==> src/rtl/mux_pkg.sv <==
// Shared constants and helpers for the pipelined N:1 mux.
package mux_pkg;

    localparam int DATA_W = 32;

    // Select width for n inputs. Never below one bit, so a 2:1 mux still has a port.
    function automatic int sel_width(input int n);
        return (n <= 2) ? 1 : $clog2(n);
    endfunction

endpackage

==> src/rtl/mux_nto1_comb.sv <==
// Pure combinational N:1 select. An out-of-range select produces zero data and flags
// sel_err_o, so the output is never X.
module mux_nto1_comb
    import mux_pkg::*;
#(
    parameter int WIDTH = DATA_W,
    parameter int NUM_IN = 4,
    localparam int SEL_W = sel_width(NUM_IN)
) (
    input  logic [NUM_IN*WIDTH-1:0] in_data_i,
    input  logic [SEL_W-1:0]        in_sel_i,
    output logic [WIDTH-1:0]        data_o,
    output logic                    sel_err_o
);

    always_comb begin
        data_o    = '0;
        sel_err_o = (32'(in_sel_i) >= 32'(NUM_IN));
        for (int k = 0; k < NUM_IN; k++) begin
            if (32'(in_sel_i) == 32'(k)) begin
                data_o = in_data_i[k*WIDTH +: WIDTH];
            end
        end
    end

endmodule

==> src/rtl/mux_nto1_pipe.sv <==
// N:1 mux with a registered valid/ready output stage backed by a one-entry skid register.
// in_ready comes from registered skid state only, so no ready path runs combinationally upstream.
module mux_nto1_pipe
    import mux_pkg::*;
#(
    parameter int WIDTH = DATA_W,
    parameter int NUM_IN = 4,
    localparam int SEL_W = sel_width(NUM_IN)
) (
    input  logic                    Clk,
    input  logic                    Reset,
    input  logic [NUM_IN*WIDTH-1:0] in_data,
    input  logic [SEL_W-1:0]        in_sel,
    input  logic                    in_valid,
    output logic                    in_ready,
    output logic [WIDTH-1:0]        out_data,
    output logic                    out_sel_err,
    output logic                    out_valid,
    input  logic                    out_ready
);

    logic [WIDTH-1:0] sel_data;
    logic             sel_err;
    logic             accept;
    logic             drain;

    logic             main_valid_q, main_valid_d;
    logic [WIDTH-1:0] main_data_q,  main_data_d;
    logic             main_err_q,   main_err_d;
    logic             skid_valid_q, skid_valid_d;
    logic [WIDTH-1:0] skid_data_q,  skid_data_d;
    logic             skid_err_q,   skid_err_d;

    mux_nto1_comb #(
        .WIDTH  (WIDTH),
        .NUM_IN (NUM_IN)
    ) u_sel (
        .in_data_i (in_data),
        .in_sel_i  (in_sel),
        .data_o    (sel_data),
        .sel_err_o (sel_err)
    );

    // Valid/ready: a beat moves on a rising edge where valid and ready are both high;
    // once valid is raised, it and the payload hold until that edge.
    assign in_ready = ~skid_valid_q & ~Reset;
    assign accept   = in_valid & in_ready;
    assign drain    = main_valid_q & out_ready;

    always_comb begin
        main_valid_d = main_valid_q;
        main_data_d  = main_data_q;
        main_err_d   = main_err_q;
        skid_valid_d = skid_valid_q;
        skid_data_d  = skid_data_q;
        skid_err_d   = skid_err_q;

        if (drain) begin
            main_valid_d = skid_valid_q;
            if (skid_valid_q) begin
                main_data_d  = skid_data_q;
                main_err_d   = skid_err_q;
                skid_valid_d = 1'b0;
            end
        end

        // accept implies the skid is empty, so it never collides with the skid->main move.
        if (accept) begin
            if (!main_valid_q || drain) begin
                main_valid_d = 1'b1;
                main_data_d  = sel_data;
                main_err_d   = sel_err;
            end else begin
                skid_valid_d = 1'b1;
                skid_data_d  = sel_data;
                skid_err_d   = sel_err;
            end
        end
    end

    always_ff @(posedge Clk) begin
        if (Reset) begin
            main_valid_q <= 1'b0;
            main_data_q  <= '0;
            main_err_q   <= 1'b0;
            skid_valid_q <= 1'b0;
            skid_data_q  <= '0;
            skid_err_q   <= 1'b0;
        end else begin
            main_valid_q <= main_valid_d;
            main_data_q  <= main_data_d;
            main_err_q   <= main_err_d;
            skid_valid_q <= skid_valid_d;
            skid_data_q  <= skid_data_d;
            skid_err_q   <= skid_err_d;
        end
    end

    assign out_valid   = main_valid_q;
    assign out_data    = main_data_q;
    assign out_sel_err = main_err_q;

endmodule
==> config.mk <==
export PLATFORM = sky130hd
export DESIGN_NAME = mux_nto1_pipe
export DESIGN_NICKNAME = d
export VERILOG_FILES = /design/src/rtl/mux_pkg.sv /design/src/rtl/mux_nto1_comb.sv /design/src/rtl/mux_nto1_pipe.sv
export SDC_FILE = /design/constraint.sdc
export NUM_CORES = 1
export LEC_CHECK = 0
export ABC_AREA = 1
export BUFFER_PORTS_ARGS = -buffer_cell sky130_fd_sc_hd__buf_4
export CORE_ASPECT_RATIO = 1.1
export CORE_MARGIN = 2
export CORE_UTILIZATION = 51
export CTS_CLUSTER_DIAMETER = 120
export CTS_CLUSTER_SIZE = 40
export DETAILED_ROUTE_END_ITERATION = 8
export PLACE_DENSITY_LB_ADDON = 0.15
export SLEW_MARGIN = 20
export SYNTH_ARGS = -nofsm -noshare
export SYNTH_HDL_FRONTEND = slang
export SYNTH_SLANG_ARGS = --single-unit
==> constraint.sdc <==
create_clock -name Clk -period 3.4 [get_ports Clk]
set_input_delay 0.34 -clock Clk [delete_from_list [all_inputs] [get_ports Clk]]
set_output_delay 0.34 -clock Clk [all_outputs]
set_load 0.005 [all_outputs]
**After elaboration in Yosys (flattened, before gate mapping)**

Cells that the tools add are included.

- Flip-flop bits (word level): 67
- Input bits: 134
- Output and inout port bits: 35
- Word-level logic and storage cells: 36

- Equality and inequality tests: 3
- Muxes and demuxes: 18
- Bitwise logic cells: 6
- Reduce and logical (&&, ||, !) cells: 4

Operators by type and width:

| cell | number |
|---|---|
| 2-to-1 mux 32 bit | 8 |
| 2-to-1 mux 1 bit | 10 |
| equality test 2 bit, second input constant | 2 |
| AND 1 bit | 3 |
| inverter 1 bit | 3 |
| equality test 2 x 1 -> 1 bit, second input constant | 1 |
| logical NOT 2 bit | 1 |
| AND reduction 2 bit | 1 |
| logical NOT 1 bit | 1 |
| logical OR 1 bit | 1 |

**Depth between registers and ports, before layout**

Gate-level depths: netlist of run 1.

- Depth after elaboration: 7
- Mapped depth: 7
- Depth with buffers taken out: 6

**Cells and area by module**

Synthesis of run 1 repeated with hierarchy kept, for this count alone.

- Cell total of the unflattened synthesis: 737
- Area total of the unflattened synthesis: 4505.6 sq um

Modules (own cells, without submodules):

| module | times used | cells each | area each (sq um) | sequential area each (sq um) |
|---|---|---|---|---|
| mux_nto1_pipe | 1 | 549 | 3525.9 | 1361.3 |
| mux_nto1_comb | 1 | 188 | 979.7 | 0.0 |

**Least setup slack after synthesis of run 1**

OpenSTA, ideal clock, no wires.

- Kind: register to register
- Start: register main_valid_q (netlist: out_valid)
- End: register main_data_q[10] (netlist: out_data[10])
- Setup time: 112 ps
- Data arrival time: 1137 ps
- Required time: 3288 ps
- Setup slack: 2151 ps
- Cell stages (with the launch flop): 7
- Buffers on the path: 1
- Period minus slack after synthesis: 1249 ps
- Path through: dfxtp_1 nand2_1 nand2_1 nand3_2 clkbuf_1 nor2_1 nor2_1

- Word-level cells in the longest chain between the ends: 4
- Elaborated cells between the ends (all ways): 6
- Those cells by class: 3 x mux; 1 x bitwise; 2 x reduce/logical

RTL lines:

| item | RTL line | source |
|---|---|---|
| start, declared | mux_nto1_pipe.sv:27 | `logic main_valid_q, main_valid_d;` |
| start signal, assigned | mux_nto1_pipe.sv:90 | `main_valid_q <= main_valid_d;` |
| AND 1 bit or logical NOT 1 bit (tied branches) | mux_nto1_pipe.sv:48, mux_nto1_pipe.sv:69 |  |
| 2-to-1 mux 32 bit or logical OR 1 bit (tied branches) | mux_nto1_pipe.sv:58, mux_nto1_pipe.sv:69 |  |
| 2-to-1 mux 32 bit | mux_nto1_pipe.sv:69 | `if (!main_valid_q \|\| drain) begin` |
| 2-to-1 mux 32 bit (*) | mux_nto1_pipe.sv:68 | `if (accept) begin` |
| end signal, assigned | mux_nto1_pipe.sv:91 | `main_data_q <= main_data_d;` |
| end, declared | mux_nto1_pipe.sv:28 | `logic [WIDTH-1:0] main_data_q, main_data_d;` |

Every way passes the cells marked *; elsewhere a longest branch is shown, timed or not.
A chain may end at the register's enable or synchronous reset.

**Worst setup path in the final report of run 1**

- Start: register main_valid_q (netlist: out_valid)
- End: register main_data_q[7] (netlist: out_data[7])

Same word-level chain as after synthesis.

==> flow_summary.yaml, run 1 <==
status:
  status: "finished clean"
floorplanning:
  rows: 32
  die_h_microns: 92.1
  fp.coreArea_sq_um: 6930
  die_x_microns: 84.1
  die_area_sq_um: 7740
  start_util_pct: 52.0
  io_pins: 169
worst_setup_path:
  crit_type: "flop to flop"
  arrival_ns: 2.46
  crit_chain: "nand2_1 > nand2_1 > nand3_2 > buf_4 > nand3_1 > nand2_1 > nor2_1"
  crit_top_cell: "nand2_1"
  cp.required_ns: 3.67
  cp_top_family: "simple AND/OR/NAND/NOR gates"
  worstSetupStartpointType: "flop"
  max_stage_delay_ns: 0.66
  crit_path_end_kind: "flop"
  worst_path_max_delay_cell: "nand3_2"
  cp_max_fo: 43
  crit_buf_inv: 1
pwr:
  clockPowerShare_pct: 30.7
  seqPwrFrac_pct: 46.7
  cell_internal_pwr_mw: 1.32
  p_sw_uw: 505
  power_leakage_nw: 2.32
  vdd_drop_max_uv: 207
  power.share.combinational_pct: 22.6
  p_sw_share_pct: 27.8
  powerDensity_nw_per_um2: 366
cts:
  numCtsBuffers: 9
  cts.hold.buffers_added: 0
  cts_tree: "yes"
  clk_path_buf_depth: 2
  clock_latency_ns: 0.33
  cts-root-buf: "clkbuf_8"
  h-tree-depth: 3
  cts_setup_buffers: 0
  path_clk_slew_ns: 0.07
  clock_sinks: 67
  cts_resized: 0
logic_synthesis:
  syn_avg_cell_area_sq_um: 6.18
  yosys.area.top_type: "dfxtp_1"
  ys.flop_type: "dfxtp_1"
  netlist_area_sq_um: 3600
  syn_inst: 582
  ys_seq_area_share_pct: 37.3
  yosysMostFrequentCell: "nand2_1"
  synthTopCellsByArea: "dfxtp_1 37%, nand3_1 18%, nand2_1 14%, nor2_1 14%, nand4_1 5.7%"
  yosys-top-cells-count: "132 x nand2_1, 130 x nand3_1, 130 x nor2_1"
  yosys.area.top_type_share_pct: 37.3
  synth-edff-count: 0
  yosys.cell_types.count: 16
  ys_seq_elements: 67
  synth_nets: 716
  yosysWarningCount: 0
  ys_async_sr_fraction_pct: 0
sta:
  timing.final.crit_period_ns: 2.19
  worstMarginPinSlew_ns: 1.11
  finalMaxSlewViolations: 0
  maxSlewHeadroom_pct: 26.1
  fin_worst_skew_ns: 0.00800
  whs_ns: 0.206
  period_share_pct: 64.3
  rsz0062_at_grt: "false"
  setup_violations: 0
  fin_tns_setup_ns: 0
  hold_violations: 0
  max_freq_ghz: 0.458
layout:
  n_antenna_cell: 0
  design_area_sq_um: 4980
  fin_nets: 853
  layout-drive-gt1-share_pct: 26.7
  final_cells: 808
  area_growth_pct: 38.4
  fin_util_pct: 71.9
global_route:
  grt_pass1_vias: 3901
  grt_max_degree: 67
  antenna_found_initial: 0
  grt_util_all_layers_pct: 28.3
  grt_pass1_wl_mm: 18.1
  gr-total-overflow: 0
placed_design:
  place_inst: 793
  io_buffers: 168
  place_area_sq_um: 4820
  place.gp.congestion: 0.817
  dp_hpwl_mm: 7.57
detailed_routing:
  drt_iter0_drc: 230
  detail_route.wirelength_mm: 11.3
  routed_via_density: 5.52
  wl_per_cell_microns: 13.9
  dr.pass1.iters: 5
  antenna_left: 0
  drc: 0
  dr_total_vias: 4457
worst_hold_path:
  hp-class: "input port to flop"
flow_run:
  drv_cap: 0
[per-stage QoR]
stage	total power [mW]	setup WS, ns
after floorplan	1.07	2.15
after global placement	1.27	1.15
after detailed placement	1.28	1.13
after CTS	1.83	1.19
after global routing	1.91	0.958
final	1.82	1.21
[metal layers]
| metal | up-vias | part of all wire, % | global-route usage [%] |
|---|---|---|---|
| met3 | 14 | 8.3 | 6.30 |
| met4 | 0 | 1.3 | 8.06 |
| met1 | 2065 | 40 | 34.5 |
| met5 | - | 0 | 0 |
| li1 | 2210 | - | - |
| met2 | 168 | 50 | 49.8 |
[path summary, 6_finish.rpt]
path / to / cells past startpoint / slack (ns) / from
worst min register to register: out_sel_err / 2 / 0.49 / out_sel_err
worst min-delay path: skid_valid_q / 2 / 0.21 / Reset
worst max register to register: out_data[7] / 7 / 1.21 / out_valid
worst max-delay path: out_data[7] / 7 / 1.21 / out_valid
[power groups by stage]
stage | registers [mW] | clock network (mW) | logic (mW)
after detailed placement | 0.868 | 0 | 0.409
after global placement | 0.867 | 0 | 0.400
after CTS | 0.851 | 0.563 | 0.412
after global routing | 0.855 | 0.594 | 0.457
after floorplan | 0.867 | 0 | 0.201
final | 0.851 | 0.559 | 0.411
[final cells by class]
| class | instances | area, sq um |
|---|---|---|
| Timing Repair Buffer | 174 | 1310 |
| Multi-Input combinational cell | 463 | 2050 |
| Clock buffer | 12 | 145 |
| Inverter | 4 | 15.0 |
| Clock inverter | 3 | 15.0 |
| Sequential cell | 67 | 1340 |
| Tap cell | 85 | 106 |
| Fill cell | 573 | 1950 |
[kinds of logic (layout without fill, tap and decap cells)]
logic type             Yosys count  count (layout)  synth area share, %
AND/OR/NAND/NOR                428             428                 51.9
flip-flops                      67              67                 37.3
AO/OA/AOI/OAI                   35              35                 4.94
buffers and inverters           52             193                 5.88
[cell usage in the layout, fill, tap and decap left out, drive strengths merged]
cell and instances:
a21oi 1, a31oi 2, buf 174, clkbuf 12
clkinv 3, dfxtp 67, inv 4, nand2 132
nand3 131, nand4 33, nor2 132, o21ai 32
[registers in the layout (all words and copies together) (netlist names)]
register,cells
out_valid,1
out_sel_err,1
skid_valid_q,1
out_data,32
skid_data_q,32
Note: power is estimated with default switching activity, not from simulation.
==> inputs of run 2 (changes only) <==
--- a/config.mk
+++ b/config.mk
@@ -9,7 +9,7 @@
 export BUFFER_PORTS_ARGS = -buffer_cell sky130_fd_sc_hd__buf_4
 export CORE_ASPECT_RATIO = 1.1
 export CORE_MARGIN = 2
-export CORE_UTILIZATION = 51
+export CORE_UTILIZATION = 42
 export CTS_CLUSTER_DIAMETER = 120
 export CTS_CLUSTER_SIZE = 40
 export DETAILED_ROUTE_END_ITERATION = 8
==> constraint.sdc (replaced) <==
create_clock -name Clk -period 1.76 [get_ports Clk]
set_input_delay 0.176 -clock Clk [delete_from_list [all_inputs] [get_ports Clk]]
set_output_delay 0.176 -clock Clk [all_outputs]
set_load 0.005 [all_outputs]
==> flow_summary.yaml, run 2 (synthesized netlist as in run 1, its figures left out) <==
status:
  status: "finished clean"
cts:
  cts_resized: 0
  clock_sinks: 67
  cts-root-buf: "clkbuf_8"
  numCtsBuffers: 9
  cts_setup_buffers: 0
  cts_tree: "yes"
  clock_latency_ns: 0.33
  cts.hold.buffers_added: 0
  clk_path_buf_depth: 2
  path_clk_slew_ns: 0.07
  h-tree-depth: 3
detailed_routing:
  antenna_left: 0
  drt_iter0_drc: 191
  dr_total_vias: 4471
  detail_route.wirelength_mm: 11.6
  routed_via_density: 5.32
  drc: 0
  wl_per_cell_microns: 13.8
  dr.pass1.iters: 5
global_route:
  antenna_found_initial: 0
  grt_max_degree: 65
  gr-total-overflow: 0
  grt_util_all_layers_pct: 24.5
  grt_pass1_vias: 4102
  grt_pass1_wl_mm: 18.6
pwr:
  vdd_drop_max_uv: 316
  power_mw: 3.55
  powerDensity_nw_per_um2: 693
  power_leakage_nw: 2.37
sta:
  period_share_pct: 80.5
  rsz0062_at_grt: "false"
  whs_ns: 0.0572
  fin_ws_ns: 0.344
  setup_violations: 0
  worstMarginPinSlew_ns: 0.621
  fin_worst_skew_ns: 0.00718
  fin_tns_setup_ns: 0
  max_freq_ghz: 0.706
  timing.final.crit_period_ns: 1.42
  hold_violations: 0
  finalMaxSlewViolations: 0
  maxSlewHeadroom_pct: 58.6
layout:
  n_antenna_cell: 0
  layout_commonest_cell: "buf_4"
  area_growth_pct: 42.5
  fin_util_pct: 61.3
  fin_nets: 859
  layout-drive-gt1-share_pct: 27.6
  design_area_sq_um: 5130
  final_cells: 840
  layout_common_cells: "175 x buf_4, 132 x nand2_1, 130 x nand3_1"
worst_setup_path:
  crit_path_end_kind: "flop"
  worstSetupStartpointType: "flop"
  arrival_ns: 1.68
  reg2reg_depth: 6
  cp_max_fo: 32
  r2r_slack_ns: 0.34
  reg2reg_to: "skid_data_q[14]"
  cp.required_ns: 2.02
  worstReg2RegStart: "out_valid"
  crit_type: "flop to flop"
flow_run:
  drv_cap: 0
floorplanning:
  die_h_microns: 101
  die_x_microns: 92.3
  fp.coreArea_sq_um: 8360
  io_pins: 169
  start_util_pct: 43.0
  rows: 35
  die_area_sq_um: 9330
worst_hold_path:
  hold_depth: 2
  hp-class: "input port to flop"
  min-delay-start: "Reset"
  worstHoldEndpoint: "skid_valid_q"
placed_design:
  io_buffers: 168
  dp_hpwl_mm: 7.79
  place_area_sq_um: 4960
  place_inst: 825
  place_ws_ns: 0.351
  place.gp.congestion: 0.814
[run 2: cell types whose count changed in the layout (fill, tap and decap cells not counted)]
cell | before | now
clkbuf_1 | 2 | 0
buf_4 | 174 | 175
clkinvlp_4 | 0 | 2
buf_12 | 0 | 5
[run 2: cell type report]
type | instances | area [sq um]
Tap cell | 111 | 139
Multi-Input combinational cell | 463 | 2050
Inverter | 4 | 15.0
Sequential cell | 67 | 1340
Clock buffer | 10 | 138
Fill cell | 833 | 3240
Timing Repair Buffer | 180 | 1410
Clock inverter | 5 | 30.0
[run 2: worst max path at each step]
stage	from	to	slack, ns	depth (start not counted)
floorplan	out_valid	out_data[10]	0.51	6
global placement	in_sel[1]	skid_data_q[19]	0.39	7
detailed placement	in_sel[1]	skid_data_q[11]	0.35	7
CTS	out_valid	skid_data_q[26]	0.34	6
global route	out_valid	skid_data_q[14]	0.18	6
finish	out_valid	skid_data_q[14]	0.34	6
[run 2: power breakdown]
group          switching [mW]  internal (mW)  leakage, nW
combinational           0.393          0.427         1.74
sequential             0.0447           1.60        0.547
clock                   0.554          0.534       0.0839
[run 2: layer usage]
metal | part of all wire (%) | track usage, %
met5 | 0 | 0
met4 | 1.4 | 9.64
met3 | 7.3 | 4.34
met2 | 51 | 45.5
met1 | 40 | 27.9
[run 2: critical path, cell delays in order, from the launching register on]
cell and delay, ns:
dfxtp_1 0.35, nand2_1 0.15, nand2_1 0.14, nor2_2 0.13, buf_4 0.32, o21ai_0 0.13, nor2_1 0.11
